===== src/rtl/ctrl_pkg.sv =====
// ctrl_pkg
// Shared definitions for the decoder control-word pipeline.
//   CTRL_W            width of the packed control word
//   *_MSB/*_LSB/*_BIT bit positions of each field inside the word
//   ctrl_word_t       packed struct matching the word layout, MSB first
//   NOP_SQUASH_MASK   AND-mask that turns any word into a side-effect-free NOP
//   squashCtrl()      applies the mask to a control word
package ctrl_pkg;

    localparam int CTRL_W = 42;

    localparam int AF_MSB             = 41;
    localparam int AF_LSB             = 38;
    localparam int I_BIT              = 37;
    localparam int ALU_MUX_SEL_BIT    = 36;
    localparam int SHIFT_TYPE_MSB     = 35;
    localparam int SHIFT_TYPE_LSB     = 33;
    localparam int CAD_MSB            = 32;
    localparam int CAD_LSB            = 28;
    localparam int GP_WE_BIT          = 27;
    localparam int GP_MUX_SEL_MSB     = 26;
    localparam int GP_MUX_SEL_LSB     = 24;
    localparam int BF_MSB             = 23;
    localparam int BF_LSB             = 20;
    localparam int PC_MUX_SELECT_MSB  = 19;
    localparam int PC_MUX_SELECT_LSB  = 18;
    localparam int SPR_MUX_SEL_BIT    = 17;
    localparam int MEM_WREN_BIT       = 16;
    localparam int MEM_RREN_BIT       = 15;
    localparam int RS_MSB             = 14;
    localparam int RS_LSB             = 10;
    localparam int RT_MSB             = 9;
    localparam int RT_LSB             = 5;
    localparam int RD_MSB             = 4;
    localparam int RD_LSB             = 0;

    typedef struct packed {
        logic [3:0] af;
        logic       i;
        logic       alu_mux_sel;
        logic [2:0] shift_type;
        logic [4:0] cad;
        logic       gp_we;
        logic [2:0] gp_mux_sel;
        logic [3:0] bf;
        logic [1:0] pc_mux_select;
        logic       spr_mux_sel;
        logic       mem_wren;
        logic       mem_rren;
        logic [4:0] rs;
        logic [4:0] rt;
        logic [4:0] rd;
    } ctrl_word_t;

    // A squashed word may still flow to execute, but it must not write the
    // register file, touch memory or redirect the PC.
    localparam logic [CTRL_W-1:0] NOP_SQUASH_MASK =
        ~((CTRL_W'(1) << GP_WE_BIT)         |
          (CTRL_W'(3) << PC_MUX_SELECT_LSB) |
          (CTRL_W'(1) << MEM_WREN_BIT)      |
          (CTRL_W'(1) << MEM_RREN_BIT));

    function automatic ctrl_word_t squashCtrl(input ctrl_word_t word);
        return ctrl_word_t'(word & NOP_SQUASH_MASK);
    endfunction

endpackage


===== src/rtl/ctrl_pipe_stage.sv =====
// ctrl_pipe_stage
// One slot of the control-word pipeline: a valid bit plus control word and
// sideband registers.
//   clk, rst        clock and asynchronous active-high reset
//   up_valid_i      upstream slot (or pipeline input) holds a word
//   up_ctrl_i       upstream control word
//   up_side_i       upstream sideband payload
//   down_accept_i   downstream slot (or consumer) accepts this cycle
//   flush_i         kill or squash the in-flight contents
//   valid_o         this slot holds a word
//   ctrl_o, side_o  stored control word and sideband
module ctrl_pipe_stage
    import ctrl_pkg::*;
#(
    parameter int SIDE_W      = 32,
    parameter int SQUASH_MODE = 0
) (
    input  logic              clk,
    input  logic              rst,
    input  logic              up_valid_i,
    input  ctrl_word_t        up_ctrl_i,
    input  logic [SIDE_W-1:0] up_side_i,
    input  logic              down_accept_i,
    input  logic              flush_i,
    output logic              valid_o,
    output ctrl_word_t        ctrl_o,
    output logic [SIDE_W-1:0] side_o
);

    logic              valid_q, valid_d;
    ctrl_word_t        ctrl_q, ctrl_d;
    logic [SIDE_W-1:0] side_q, side_d;
    logic              accept;

    // An empty slot always loads; a full one loads only when its current
    // word moves on, which is what lets bubbles collapse under a stall.
    assign accept = !valid_q || down_accept_i;

    // Next-state: load from upstream when accepting, then apply the flush.
    // Mode 0 drops every entry; mode 1 keeps entries but neuters them,
    // including a word entering in the flush cycle.
    always_comb begin
        valid_d = valid_q;
        ctrl_d  = ctrl_q;
        side_d  = side_q;
        if (accept) begin
            valid_d = up_valid_i;
            if (up_valid_i) begin
                ctrl_d = up_ctrl_i;
                side_d = up_side_i;
            end
        end
        if (flush_i) begin
            if (SQUASH_MODE == 0) begin
                valid_d = 1'b0;
            end else begin
                ctrl_d = squashCtrl(ctrl_d);
            end
        end
    end

    // Slot registers; reset clears data too so outputs read as zero.
    always_ff @(posedge clk or posedge rst) begin
        if (rst) begin
            valid_q <= 1'b0;
            ctrl_q  <= '0;
            side_q  <= '0;
        end else begin
            valid_q <= valid_d;
            ctrl_q  <= ctrl_d;
            side_q  <= side_d;
        end
    end

    assign valid_o = valid_q;
    assign ctrl_o  = ctrl_q;
    assign side_o  = side_q;

endmodule


===== src/rtl/ctrl_word_pipe.sv =====
// ctrl_word_pipe
// DEPTH-slot stall-aware pipeline carrying the decoder control word and a
// sideband payload, with the last slot unpacked into named fields.
//   clk, rst              clock and asynchronous active-high reset
//   in_valid/in_ready     upstream handshake; in_ctrl/in_side payload
//   flush                 kill (SQUASH_MODE=0) or NOP-squash (=1) in-flight words
//   out_valid/out_ready   downstream handshake; out_side sideband
//   af .. rd              unpacked fields of the final slot
//   occupancy             number of valid slots
module ctrl_word_pipe
    import ctrl_pkg::*;
#(
    parameter int DEPTH       = 2,
    parameter int SIDE_W      = 32,
    parameter int SQUASH_MODE = 0
) (
    input  logic                       clk,
    input  logic                       rst,
    input  logic                       in_valid,
    output logic                       in_ready,
    input  logic [CTRL_W-1:0]          in_ctrl,
    input  logic [SIDE_W-1:0]          in_side,
    input  logic                       flush,
    output logic                       out_valid,
    input  logic                       out_ready,
    output logic [SIDE_W-1:0]          out_side,
    output logic [3:0]                 af,
    output logic                       i,
    output logic                       alu_mux_sel,
    output logic [2:0]                 shift_type,
    output logic [4:0]                 cad,
    output logic                       gp_we,
    output logic [2:0]                 gp_mux_sel,
    output logic [3:0]                 bf,
    output logic [1:0]                 pc_mux_select,
    output logic                       spr_mux_sel,
    output logic                       mem_wren,
    output logic                       mem_rren,
    output logic [4:0]                 rs,
    output logic [4:0]                 rt,
    output logic [4:0]                 rd,
    output logic [$clog2(DEPTH+1)-1:0] occupancy
);

    localparam int OCC_W = $clog2(DEPTH + 1);

    logic [DEPTH-1:0]  stageValid;
    logic [DEPTH-1:0]  downAccept;
    logic              headAccept;
    ctrl_word_t        stageCtrl [DEPTH];
    logic [SIDE_W-1:0] stageSide [DEPTH];
    ctrl_word_t        inWord;
    ctrl_word_t        outWord;
    logic [OCC_W-1:0]  occCount;

    assign inWord = ctrl_word_t'(in_ctrl);

    // Accept chain from the consumer back to the head. Built in one process
    // so the ripple stays a plain expression rather than a signal loop.
    // in_valid is deliberately not part of it.
    always_comb begin
        logic ready;
        downAccept = '0;
        ready      = out_ready;
        for (int k = DEPTH - 1; k >= 0; k--) begin
            downAccept[k] = ready;
            ready         = !stageValid[k] || ready;
        end
        headAccept = ready;
    end

    assign in_ready = headAccept;

    for (genvar k = 0; k < DEPTH; k++) begin : g_stage
        logic              upValid;
        ctrl_word_t        upCtrl;
        logic [SIDE_W-1:0] upSide;

        if (k == 0) begin : g_head
            assign upValid = in_valid;
            assign upCtrl  = inWord;
            assign upSide  = in_side;
        end else begin : g_body
            assign upValid = stageValid[k-1];
            assign upCtrl  = stageCtrl[k-1];
            assign upSide  = stageSide[k-1];
        end

        ctrl_pipe_stage #(
            .SIDE_W      (SIDE_W),
            .SQUASH_MODE (SQUASH_MODE)
        ) u_stage (
            .clk           (clk),
            .rst           (rst),
            .up_valid_i    (upValid),
            .up_ctrl_i     (upCtrl),
            .up_side_i     (upSide),
            .down_accept_i (downAccept[k]),
            .flush_i       (flush),
            .valid_o       (stageValid[k]),
            .ctrl_o        (stageCtrl[k]),
            .side_o        (stageSide[k])
        );
    end

    // Popcount of slot valids.
    always_comb begin
        occCount = '0;
        for (int k = 0; k < DEPTH; k++) begin
            occCount = occCount + OCC_W'(stageValid[k]);
        end
    end

    assign occupancy = occCount;

    assign outWord   = stageCtrl[DEPTH-1];
    assign out_valid = stageValid[DEPTH-1];
    assign out_side  = stageSide[DEPTH-1];

    assign af            = outWord.af;
    assign i             = outWord.i;
    assign alu_mux_sel   = outWord.alu_mux_sel;
    assign shift_type    = outWord.shift_type;
    assign cad           = outWord.cad;
    assign gp_we         = outWord.gp_we;
    assign gp_mux_sel    = outWord.gp_mux_sel;
    assign bf            = outWord.bf;
    assign pc_mux_select = outWord.pc_mux_select;
    assign spr_mux_sel   = outWord.spr_mux_sel;
    assign mem_wren      = outWord.mem_wren;
    assign mem_rren      = outWord.mem_rren;
    assign rs            = outWord.rs;
    assign rt            = outWord.rt;
    assign rd            = outWord.rd;

endmodule


===== config.mk =====
export PLATFORM = sky130hd
export DESIGN_NAME = ctrl_word_pipe
export DESIGN_NICKNAME = d
export VERILOG_FILES = /design/src/rtl/ctrl_pkg.sv /design/src/rtl/ctrl_pipe_stage.sv /design/src/rtl/ctrl_word_pipe.sv
export SDC_FILE = /design/constraint.sdc
export NUM_CORES = 1
export LEC_CHECK = 0
export CAP_MARGIN = 20
export CORE_MARGIN = 8
export CORE_UTILIZATION = 50
export CTS_BUF_LIST = sky130_fd_sc_hd__clkbuf_4
export DETAILED_ROUTE_END_ITERATION = 8
export MAX_ROUTING_LAYER = met4
export PLACE_DENSITY = 0.9
export SETUP_SLACK_MARGIN = 0.02
export SLEW_MARGIN = 25
export SYNTH_ARGS = -nofsm -noshare
export SYNTH_HDL_FRONTEND = slang
export SYNTH_SLANG_ARGS = --single-unit

===== constraint.sdc =====
create_clock -name clk -period 5.82 [get_ports clk]
set_input_delay 1.164 -clock clk [delete_from_list [all_inputs] [get_ports clk]]
set_output_delay 1.164 -clock clk [all_outputs]
set_load 0.01 [all_outputs]

# After elaboration in Yosys (flattened, before gate mapping)
# Cells that the tools add are included.
[op_classes] bitwise=0 n_addsub=1 mul=0 order_cmp=0 n_eq_ne=0 shift=0 div_mod_pow=0 n_reduce_logical=8 mux=4
[op_table] op="two-way mux 1 bit" n=4
[op_table] op="AND reduction 2 bit" n=2
[op_table] op="nonzero test 2 bit" n=2
[op_table] op="adder 1 x 1 -> 2 bit" n=1
[op_table] op="zero test 1 bit" n=2
[op_table] op="logical OR 1 bit" n=2
[word_totals] reg_bits=150 ramBits=0 memories=0 elab_cells=47 out_inout_bits=78 inputBits=79 latchBits=0 romBits=0

# Logic depth before layout (Yosys ltp)
# Gate-level depths: netlist of run 1.
[depth] depth_word=5 mapped_depth=5 mapped_depth_nobuf=3

# By module
# From an unflattened synthesis of run 1, not the netlist that was laid out.
[hier_totals] hier_cells=329 area_unflattened_um2=6264.8
[modules_own_cells] module="ctrl_pipe_stage" area_per_inst_um2=3119.2 seq_area_each_um2=1876.8 instances=2 cells_per_inst=163
[modules_own_cells] module="ctrl_word_pipe" area_per_inst_um2=26.3 seq_area_each_um2=0.0 instances=1 cells_per_inst=3

# Least setup slack after synthesis of run 1
# OpenSTA, ideal clock, no wires.
[synth_timing] path_kind="input to output" startpoint="input port out_ready" endpoint="output port in_ready" t_arrival_ns=1.322 required_ns=4.656 path_buffers=0 slack_ns=3.334 cell_stages=1 cell_sequence="nand3b_4"
[synth_between] elab_chain_cells=2
[synth_lines] item="from (decl)" line_no="ctrl_word_pipe.sv:25" rtl="input logic out_ready,"
[synth_lines] item="logical OR 1 bit (2 in a row)" line_no="ctrl_word_pipe.sv:67" rtl="ready = !stageValid[k] || ready;"
[synth_lines] item="to (decl)" line_no="ctrl_word_pipe.sv:20" rtl="output logic in_ready,"
# No other way between the ends.

# Worst setup path in the final report of run 1
# Same ends and word-level chain as after synthesis.

==> tab_implementation.tex, run 1 <==
\begin{tabular}{lr}
\hline
Metric & Value \\
\hline
\multicolumn{2}{l}{\textbf{Final layout}} \\
P\&R area growth vs syn & 30.3\% \\
Fraction of final layout cells sized beyond drive strength 1 & 37.5\% \\
Net count reported at finish & approximately 570 \\
Number of fillers in the final layout & about 830 \\
\multicolumn{2}{l}{\textbf{Routing}} \\
DR pass1 iterations & 4 \\
Drt via density & 4.91 \\
Final wirelength & between 10 and 15 mm \\
Drt wl/cell & 19.4 µm \\
Initial DRC count & approximately 160 \\
Antenna violation net count after detailed routing & 0 \\
Total vias in the final route & $\sim$3300 \\
DR DRC count & 0 \\
\multicolumn{2}{l}{\textbf{GRT}} \\
Antenna violations before repair & 1 \\
Number of global-route vias before repair & 3752 \\
Total track usage & 17.2\% \\
Total global routing overflow & 0 \\
Global-route wire length before repair & about 21 mm \\
Largest net degree at the start of global routing & 120 \\
\multicolumn{2}{l}{\textbf{Pwr}} \\
Combinational group share of total power & roughly a quarter \\
Sequential share of power & a little under half \\
Net switching power figure & 712 µW \\
Total leakage power & 0.00378 µW \\
Max IR drop VDD & 0.205 mV \\
Total power density per cell area & 343 nW/µm² \\
Net switching share of the total power & 25.6\% \\
Portion of total power attributed to the clock network & about 28\% \\
Internal Dissipation & 2070 µW \\
\multicolumn{2}{l}{\textbf{STA}} \\
Slew Viols, Final & 0 \\
Worst Slack Setup Final & 2290 ps \\
Post-route minimum period & about 3500 ps \\
Portion of the clock cycle consumed by the worst path in the final layout & 60.7\% \\
Final setup viols & 0 \\
Worst rel slew slack & 35.6\% \\
Worst setup skew after layout & 12.0 ps \\
Setup TNS & 0 ps \\
FMAX & 283 MHz \\
Number of hold-slack violations in the final timing report & 0 \\
Unrepaired setup endpoints after global routing & no \\
Worst Tran Pin Value & a little under 1000 ps \\
\multicolumn{2}{l}{\textbf{Critical path}} \\
Crit path max-delay family & buffers and inverters \\
Endpoint kind of the worst setup timing path & output port \\
Flop2flop setup slack & 3460 ps \\
CP max-delay cell & clkdlybuf4s50\_1 \\
Max incr delay on CP & approximately 550 ps \\
Maximum fanout along the worst path & 3 \\
Data required time at the worst endpoint & 4660 ps \\
Kind of start point of the critical path & primary input \\
Worst Path Buf+Inv & 2 \\
Cell repeated most along the worst path & clkdlybuf4s50\_1 \\
Worst Path Class, Setup & in -> out \\
Data arrival at the endpoint of the critical path & 2370 ps \\
Cells along the critical path & clkdlybuf4s50\_1 > nand3b\_4 > clkdlybuf4s50\_1 \\
\multicolumn{2}{l}{\textbf{Place}} \\
Estimated wirelength of the detail-placed design & 9.08 mm \\
Setup WS pre-CTS & 2250 ps \\
Buffers on Ports & 156 \\
Weighted congestion reported at the end of routability-driven placement & 0.733 \\
\multicolumn{2}{l}{\textbf{Clock tree}} \\
Number of buffers on the longest clock path & 2 \\
Hold-fix buffers, CTS & 0 \\
Clock insertion delay at the later pin of the skew report & 530 ps \\
TritonCTS clock tree & built \\
Deepest level of the CTS H-tree & 4 \\
Sinks on the clock net & 150 \\
Number of buffers inserted during clock tree synthesis & 17 \\
CTS clock-pin slew for the worst setup and hold paths & 120 ps \\
Root Buffer Master & clkbuf\_4 \\
Post-CTS sizing & 0 \\
Number of buffers inserted by post-CTS setup repair & 0 \\
\multicolumn{2}{l}{\textbf{Synthesis}} \\
Ranking of synthesized cells by area & dfrtp\_1 (60\%), mux2\_4 (29\%), mux2\_2 (5.1\%) \\
Post-synthesis cell area & slightly above 6000 µm² \\
Most frequent cell after synthesis & dfrtp\_1 \\
Proportion of register bits with asynchronous set or reset after synthesis & 100\% \\
Count of flip-flops with a built-in enable after synthesis & 0 \\
Average size of a mapped cell & 19.2 µm² \\
Yosys top cell area share & 60.3\% \\
Main flop type after synthesis & dfrtp\_1 \\
Post-synthesis cell type count & 14 \\
Top cells by instance count after synthesis & dfrtp\_1 (150), mux2\_4 (120), mux2\_2 (28) \\
Register area share after synthesis & 60.3\% \\
Mapped Cells & 324 \\
Number of warnings issued by yosys & 0 \\
Post-synth net total & 404 \\
Top cell type by total area after synthesis & dfrtp\_1 \\
Synthesis-stage register bit count & 150 \\
\multicolumn{2}{l}{\textbf{Die}} \\
Starting density of the core & 51.6\% \\
Die Height & 128 µm \\
Floorplan die area & about 16000 µm² \\
Die boundary width & 128 µm \\
Num rows & 40 \\
Top-level port count & around 160 \\
Standard cell core area & roughly 12000 µm² \\
\multicolumn{2}{l}{\textbf{Flow run}} \\
Max-Cap Viols & 0 \\
\multicolumn{2}{l}{\textbf{Hold path}} \\
Type of the tightest min-delay check & reg -> reg \\
\multicolumn{2}{l}{\textbf{Run status}} \\
Outcome & complete, no violations \\
\hline
\end{tabular}
power by group through the flow:
stage / logic (µW) / clock network [µW] / registers, µW
after detailed placement: 702 / 0 / 1340
after global routing: 735 / 829 / 1340
after CTS: 705 / 788 / 1320
after global placement: 682 / 0 / 1330
final: 693 / 764 / 1320
after floorplan: 315 / 0 / 1370
per-stage QoR:
stage,hold WS (ps),instances,power (µW),instance area [µm²],util [%]
floorplan,476,324,1690,6220,-
global placement,481,635,2010,7750,64.3
detailed placement,485,635,2050,7750,64.3
CTS,514,667,2820,8110,67.2
global route,534,668,2910,8110,67.3
finish,508,668,2780,8110,67.3
logic make-up after synthesis:
group	Yosys count	share of synthesized area [%]
AO/OA/AOI/OAI	2	0.161
AND/OR/NAND/NOR	4	0.583
buffers and inverters	19	4.74
flip-flops	150	60.3
adder cells (fa/ha/maj)	1	0.201
multiplexers	148	34.0
sequential cells by signal, indices dropped and copies added (netlist names):
signal and cells:
g_stage.u_stage.side_o 64, g_stage.u_stage.ctrl_o 84, g_stage.u_stage.valid_o 2
per-layer routing:
metal | wire, µm | vias up | GRT usage (%) | part of all wire, %
met1 | 5280 | 1713 | 19.4 | 41
met2 | 6670 | 93 | 27.8 | 52
li1 | - | 1461 | - | -
met3 | 760 | 16 | 5.53 | 5.9
met4 | 227 | 0 | 7.41 | 1.8
met5 | 0 | - | - | 0
final cells by class:
type	instances	area, µm²	area share [%]
Tap cell	168	210	2.59
Clock buffer	17	128	1.57
Multi-Input combinational cell	155	2190	27.0
Antenna cell	1	2.50	0.0308
Inverter	3	18.8	0.231
Sequential cell	150	3750	46.3
Clock inverter	15	226	2.79
Timing Repair Buffer	159	1580	19.5
placed cells by master (no fill, tap or decap), drive strengths merged:
cell	Yosys	routed
a21oi	2	2
buf	16	3
bufinv	0	5
clkbuf	0	17
clkdlybuf4s50	0	156
clkinv	0	5
clkinvlp	0	3
dfrtp	150	150
diode	0	1
ha	1	1
inv	3	5
mux2	148	148
nand2	2	2
nand2b	1	1
nand3b	1	1
path summary, 6_finish.rpt:
kind | startpoint | endpoint | cells after the start
max in group asynchronous | rst | g_stage[0].u_stage.ctrl_o[6] | 3
max | out_ready | in_ready | 3
min in group asynchronous | rst | g_stage[1].u_stage.side_o[16] | 2
min | g_stage[0].u_stage.ctrl_o[23] | g_stage[1].u_stage.ctrl_o[23] | 1
max reg2reg | g_stage[1].u_stage.valid_o | g_stage[1].u_stage.ctrl_o[13] | 4
min reg2reg | g_stage[0].u_stage.ctrl_o[23] | g_stage[1].u_stage.ctrl_o[23] | 1
Note: power is estimated with default switching activity, not from simulation.
==> inputs of run 2 (changes only) <==
- CORE_UTILIZATION: 50 -> 46
- PLACE_DENSITY: 0.9 -> 0.88
- clock period: 5.82 -> 2.9 ns (I/O delays scaled with it)
==> tab_implementation.tex, run 2 (same netlist as run 1, synthesis figures left out) <==
\begin{tabular}{lr}
\hline
Metric & Value \\
\hline
\multicolumn{2}{l}{\textbf{Run status}} \\
Outcome & complete, no violations \\
\multicolumn{2}{l}{\textbf{Die}} \\
Die Height & about 130 µm \\
Standard cell core area & around 13000 µm² \\
Floorplan die area & 17500 µm² \\
Num rows & 42 \\
Die boundary width & roughly 130 µm \\
Starting density of the core & between 40\% and 50\% \\
Top-level port count & roughly 160 \\
\multicolumn{2}{l}{\textbf{STA}} \\
Setup TNS & 0 ps \\
Portion of the clock cycle consumed by the worst path in the final layout & 86.3\% \\
Worst setup skew after layout & around 19 ps \\
Number of hold-slack violations in the final timing report & 0 \\
FMAX & 399 MHz \\
Final setup viols & 0 \\
Worst Tran Pin Value & 805 ps \\
Unrepaired setup endpoints after global routing & no \\
Worst rel slew slack & 46.2\% \\
Post-route minimum period & 2500 ps \\
Slew Viols, Final & 0 \\
Worst Slack Setup Final & 396 ps \\
\multicolumn{2}{l}{\textbf{Critical path}} \\
Endpoint kind of the worst setup timing path & output port \\
Max incr delay on CP & around 560 ps \\
Data arrival at the endpoint of the critical path & 1920 ps \\
Length in cells of the worst reg-to-reg path & 4 \\
Maximum fanout along the worst path & 4 \\
Capturing point of the worst reg2reg path & g\_stage[0].u\_stage.ctrl\_o[27] \\
Critical R2R Launch & g\_stage[0].u\_stage.valid\_o \\
Worst Path Class, Setup & reg -> out \\
Cells along the critical path & ha\_1 > clkdlybuf4s50\_1 \\
Data required time at the worst endpoint & 2320 ps \\
Kind of start point of the critical path & register \\
CP max-delay cell & clkdlybuf4s50\_1 \\
Worst Path Buf+Inv & 1 \\
Flop2flop setup slack & 1240 ps \\
Crit path max-delay family & buffers and inverters \\
\multicolumn{2}{l}{\textbf{Routing}} \\
Drt wl/cell & 18.8 µm \\
Initial DRC count & approximately 110 \\
Total vias in the final route & 3268 \\
DR pass1 iterations & 4 \\
Final wirelength & 12.9 mm \\
Drt via density & 4.77 \\
DR DRC count & 0 \\
Antenna violation net count after detailed routing & 0 \\
\multicolumn{2}{l}{\textbf{Hold path}} \\
Hold Crit Start & g\_stage[0].u\_stage.ctrl\_o[9] \\
Capture endpoint of the worst hold path & g\_stage[1].u\_stage.ctrl\_o[9] \\
Type of the tightest min-delay check & reg -> reg \\
Hold Crit Depth & 1 \\
\multicolumn{2}{l}{\textbf{GRT}} \\
Total track usage & 16.1\% \\
Total global routing overflow & 0 \\
Largest net degree at the start of global routing & 37 \\
Global-route wire length before repair & 21.8 mm \\
Antenna violations before repair & 1 \\
Number of global-route vias before repair & roughly 4000 \\
\multicolumn{2}{l}{\textbf{Pwr}} \\
Final Total Pwr & roughly 5200 µW \\
Total leakage power & 0.00380 µW \\
Internal Dissipation & $\sim$3700 µW \\
Max IR drop VDD & roughly 0.36 mV \\
Total power density per cell area & 637 nW/µm² \\
Net switching share of the total power & 28.1\% \\
Net switching power figure & between 1000 and 1500 µW \\
Portion of total power attributed to the clock network & between 20 and 25\% \\
Combinational group share of total power & 27.1\% \\
Sequential share of power & 50.7\% \\
\multicolumn{2}{l}{\textbf{Place}} \\
Weighted congestion reported at the end of routability-driven placement & between 0.7 and 0.8 \\
Placed Cells incl. Taps & 652 \\
Estimated wirelength of the detail-placed design & roughly 9.3 mm \\
Buffers on Ports & roughly 160 \\
Setup WS pre-CTS & 467 ps \\
\multicolumn{2}{l}{\textbf{Final layout}} \\
Number of fillers in the final layout & 1009 \\
Net count reported at finish & around 580 \\
P\&R area growth vs syn & 31.6\% \\
Most frequent standard cell in the layout excluding fill and tap cells & clkdlybuf4s50\_1 \\
Highest-count cells in the layout ignoring fill and taps & clkdlybuf4s50\_1 (156), dfrtp\_1 (150), mux2\_4 (120) \\
Fraction of final layout cells sized beyond drive strength 1 & 38.6\% \\
Core Util, Final & between 60\% and 70\% \\
Largest register FFs & 84 \\
Final std cells w/o fill & 685 \\
\multicolumn{2}{l}{\textbf{Clock tree}} \\
Clock insertion delay at the later pin of the skew report & about 540 ps \\
Post-CTS sizing & 0 \\
Deepest level of the CTS H-tree & 4 \\
Hold-fix buffers, CTS & 0 \\
TritonCTS clock tree & built \\
Number of buffers inserted by post-CTS setup repair & 0 \\
Number of buffers inserted during clock tree synthesis & 17 \\
Number of buffers on the longest clock path & 2 \\
CTS clock-pin slew for the worst setup and hold paths & around 140 ps \\
Root Buffer Master & clkbuf\_4 \\
Sinks on the clock net & 150 \\
\multicolumn{2}{l}{\textbf{Flow run}} \\
Max-Cap Viols & 0 \\
\hline
\end{tabular}
run 2: cell types whose count changed in the layout (fill, tap and decap cells not counted):
cell,change
clkinvlp_4,+3
clkinv_4,-1
bufinv_16,-5
buf_12,+9
inv_6,+3
run 2: layer usage:
layer	up-vias	share of wire, %	GRT usage (%)
met4	0	1.3	6.25
li1	1479	-	-
met1	1678	43	18.6
met2	98	50	25.7
met3	13	5.7	5.26
met5	-	0	-
run 2: through the flow:
stage | cell area, µm² | hold WS [ps]
2_1_floorplan | 6230 | 476
3_3_place_gp | 7940 | 481
3_5_place_dp | 7940 | 487
4_1_cts | 8190 | 494
5_1_grt | 8190 | 521
6_report | 8190 | 514
run 2: cell type report:
| type | instances | area (µm²) | share of cell area (%) |
|---|---|---|---|
| inverters | 3 | 15.0 | 0.183 |
| multi-input cells | 155 | 2190 | 26.7 |
| well taps | 176 | 220 | 2.69 |
| clock inverters | 15 | 120 | 1.47 |
| repair buffers | 168 | 1760 | 21.5 |
| diodes | 1 | 2.50 | 0.0305 |
| flip-flops and latches | 150 | 3750 | 45.8 |
| clock buffers | 17 | 128 | 1.56 |
run 2: worst max path at each step:
stage / start / end / slack, ps / cells after the start
after floorplan: rst / g_stage[0].u_stage.ctrl_o[0] / 430 / 1
final: g_stage[0].u_stage.valid_o / occupancy[0] / 400 / 2
after detailed placement: out_ready / in_ready / 470 / 3
after global placement: out_ready / in_ready / 480 / 3
after CTS: g_stage[0].u_stage.valid_o / occupancy[0] / 310 / 2
after global routing: g_stage[0].u_stage.valid_o / occupancy[0] / 240 / 2
run 2: power by group through the flow:
stage	sequential, µW	combinational [µW]	clock [µW]
2_1_floorplan	2750	634	0
3_3_place_gp	2660	1400	0
3_5_place_dp	2680	1430	0
4_1_cts	2650	1440	1210
5_1_grt	2690	1500	1300
6_report	2640	1410	1160
==> inputs of run 3 (changes only) <==
- ABC_CLOCK_PERIOD_IN_PS: unset -> 2900
- REMOVE_ABC_BUFFERS: unset -> 1
==> tab_implementation.tex, run 3 (same netlist as run 1, synthesis figures left out) <==
\begin{tabular}{lr}
\hline
Metric & Value \\
\hline
\multicolumn{2}{l}{\textbf{Run status}} \\
Outcome & complete, no violations \\
\multicolumn{2}{l}{\textbf{Flow run}} \\
Max-Cap Viols & 0 \\
\multicolumn{2}{l}{\textbf{Clock tree}} \\
Hold-fix buffers, CTS & 0 \\
TritonCTS clock tree & built \\
Clock insertion delay at the later pin of the skew report & 540 ps \\
Number of buffers inserted by post-CTS setup repair & 0 \\
Root Buffer Master & clkbuf\_4 \\
Number of buffers on the longest clock path & 2 \\
Deepest level of the CTS H-tree & 4 \\
CTS clock-pin slew for the worst setup and hold paths & 120 ps \\
Number of buffers inserted during clock tree synthesis & 17 \\
Sinks on the clock net & 150 \\
Post-CTS sizing & 0 \\
\multicolumn{2}{l}{\textbf{Pwr}} \\
Final Total Pwr & 5330 µW \\
Total leakage power & 0.00380 µW \\
Total power density per cell area & 653 nW/µm² \\
Max IR drop VDD & 0.323 mV \\
\multicolumn{2}{l}{\textbf{GRT}} \\
Total global routing overflow & 0 \\
Antenna violations before repair & 1 \\
Number of global-route vias before repair & 3850 \\
Global-route wire length before repair & approximately 21 mm \\
Total track usage & 15.8\% \\
Largest net degree at the start of global routing & 54 \\
\multicolumn{2}{l}{\textbf{Die}} \\
Standard cell core area & 13200 µm² \\
Die boundary width & 132 µm \\
Starting density of the core & 47.0\% \\
Die Height & 132 µm \\
Top-level port count & 157 \\
Floorplan die area & 17500 µm² \\
Num rows & 42 \\
\multicolumn{2}{l}{\textbf{Place}} \\
Estimated wirelength of the detail-placed design & 9.22 mm \\
Buffers on Ports & between 150 and 200 \\
Total cell area at the placement stage & slightly below 8000 µm² \\
Setup WS pre-CTS & 528 ps \\
Weighted congestion reported at the end of routability-driven placement & 0.718 \\
\multicolumn{2}{l}{\textbf{Final layout}} \\
Highest-count cells in the layout ignoring fill and taps & clkdlybuf4s50\_1 (156), dfrtp\_1 (150), mux2\_4 (120) \\
Most frequent standard cell in the layout excluding fill and tap cells & clkdlybuf4s50\_1 \\
Footprint of the multi-input gates & 2190 µm² \\
Number of fillers in the final layout & 992 \\
Net count reported at finish & 574 \\
Finished Cell Area & 8160 µm² \\
P\&R area growth vs syn & 31.1\% \\
Storage cell area & roughly 3800 µm² \\
Largest register FFs & 84 \\
Fraction of final layout cells sized beyond drive strength 1 & 37.2\% \\
\multicolumn{2}{l}{\textbf{Critical path}} \\
Data arrival at the endpoint of the critical path & 1870 ps \\
Cells along the critical path & ha\_1 > clkdlybuf4s50\_1 \\
Endpoint kind of the worst setup timing path & output port \\
Maximum fanout along the worst path & 4 \\
Critical R2R Launch & g\_stage[0].u\_stage.valid\_o \\
Worst Path Class, Setup & reg -> out \\
CP max-delay cell & clkdlybuf4s50\_1 \\
Data required time at the worst endpoint & 2320 ps \\
Worst setup path startpoint & g\_stage[0].u\_stage.valid\_o \\
Kind of start point of the critical path & register \\
Max incr delay on CP & $\sim$530 ps \\
\multicolumn{2}{l}{\textbf{STA}} \\
Post-route minimum period & 2450 ps \\
Worst Tran Pin Value & roughly 410 ps \\
Min Hold Slack & 403 ps \\
Number of hold-slack violations in the final timing report & 0 \\
Worst rel slew slack & about 72\% \\
FMAX & just over 400 MHz \\
Worst Slack Setup Final & 446 ps \\
Unrepaired setup endpoints after global routing & no \\
Worst setup skew after layout & 17.7 ps \\
Slew Viols, Final & 0 \\
Portion of the clock cycle consumed by the worst path in the final layout & 84.6\% \\
Final setup viols & 0 \\
\multicolumn{2}{l}{\textbf{Routing}} \\
Drt via density & 4.80 \\
Total vias in the final route & approximately 3300 \\
Drt wl/cell & 18.8 µm \\
Antenna violation net count after detailed routing & 0 \\
Initial DRC count & 141 \\
DR pass1 iterations & 4 \\
DR DRC count & 0 \\
Final wirelength & 12.8 mm \\
\multicolumn{2}{l}{\textbf{Hold path}} \\
Type of the tightest min-delay check & in -> async \\
\hline
\end{tabular}
-- run 3: final timing paths --
| kind | depth (start not counted) | to | slack (ps) |
|---|---|---|---|
| hold reg to reg | 1 | g_stage[1].u_stage.ctrl_o[15] | 500 |
| min in group clk | 1 | g_stage[1].u_stage.ctrl_o[15] | 500 |
| setup reg to reg | 4 | g_stage[0].u_stage.ctrl_o[15] | 1120 |
| max in group asynchronous | 3 | g_stage[0].u_stage.ctrl_o[8] | 1860 |
| hold / removal | 2 | g_stage[0].u_stage.ctrl_o[9] | 400 |
| setup / recovery | 2 | occupancy[0] | 450 |
-- run 3: final cells by class --
type / count / share of cell area [%]
Antenna cell: 1 / 0.0307
Clock buffer: 18 / 1.66
Multi-Input combinational cell: 155 / 26.8
Sequential cell: 150 / 46.0
Tap cell: 176 / 2.70
Timing Repair Buffer: 167 / 20.9
Clock inverter: 13 / 1.70
Inverter: 3 / 0.199
-- run 3: routing by layer --
layer / global-route usage [%] / vias to the layer above / part of all wire (%)
met5: - / - / 0
met3: 4.65 / 23 / 4.5
met2: 24.9 / 94 / 51
li1: - / 1477 / -
met1: 18.4 / 1683 / 43
met4: 6.88 / 0 / 1.9
-- run 3: worst max-delay path, delay by kind of cell, from the launching register on --
kind	cells	cell delay, ps
buf+inv	1	530
fa+ha+maj	1	320
flops	1	480
-- run 3: metrics by stage --
step                instances  utilization [%]  TNS [ps]
finish                    683             61.6         0
global route              683             61.6         0
CTS                       682             61.6         0
detailed placement        651             59.5         0
global placement          651             59.5         0
floorplan                 308                -   -306000
-- run 3: power breakdown --
| part | internal (µW) | total [µW] | switching, µW |
|---|---|---|---|
| Combinational | 951 | 1400 | 452 |
| Clock | 584 | 1280 | 692 |
| Sequential | 2440 | 2650 | 214 |
| Total | 3970 | 5330 | 1360 |
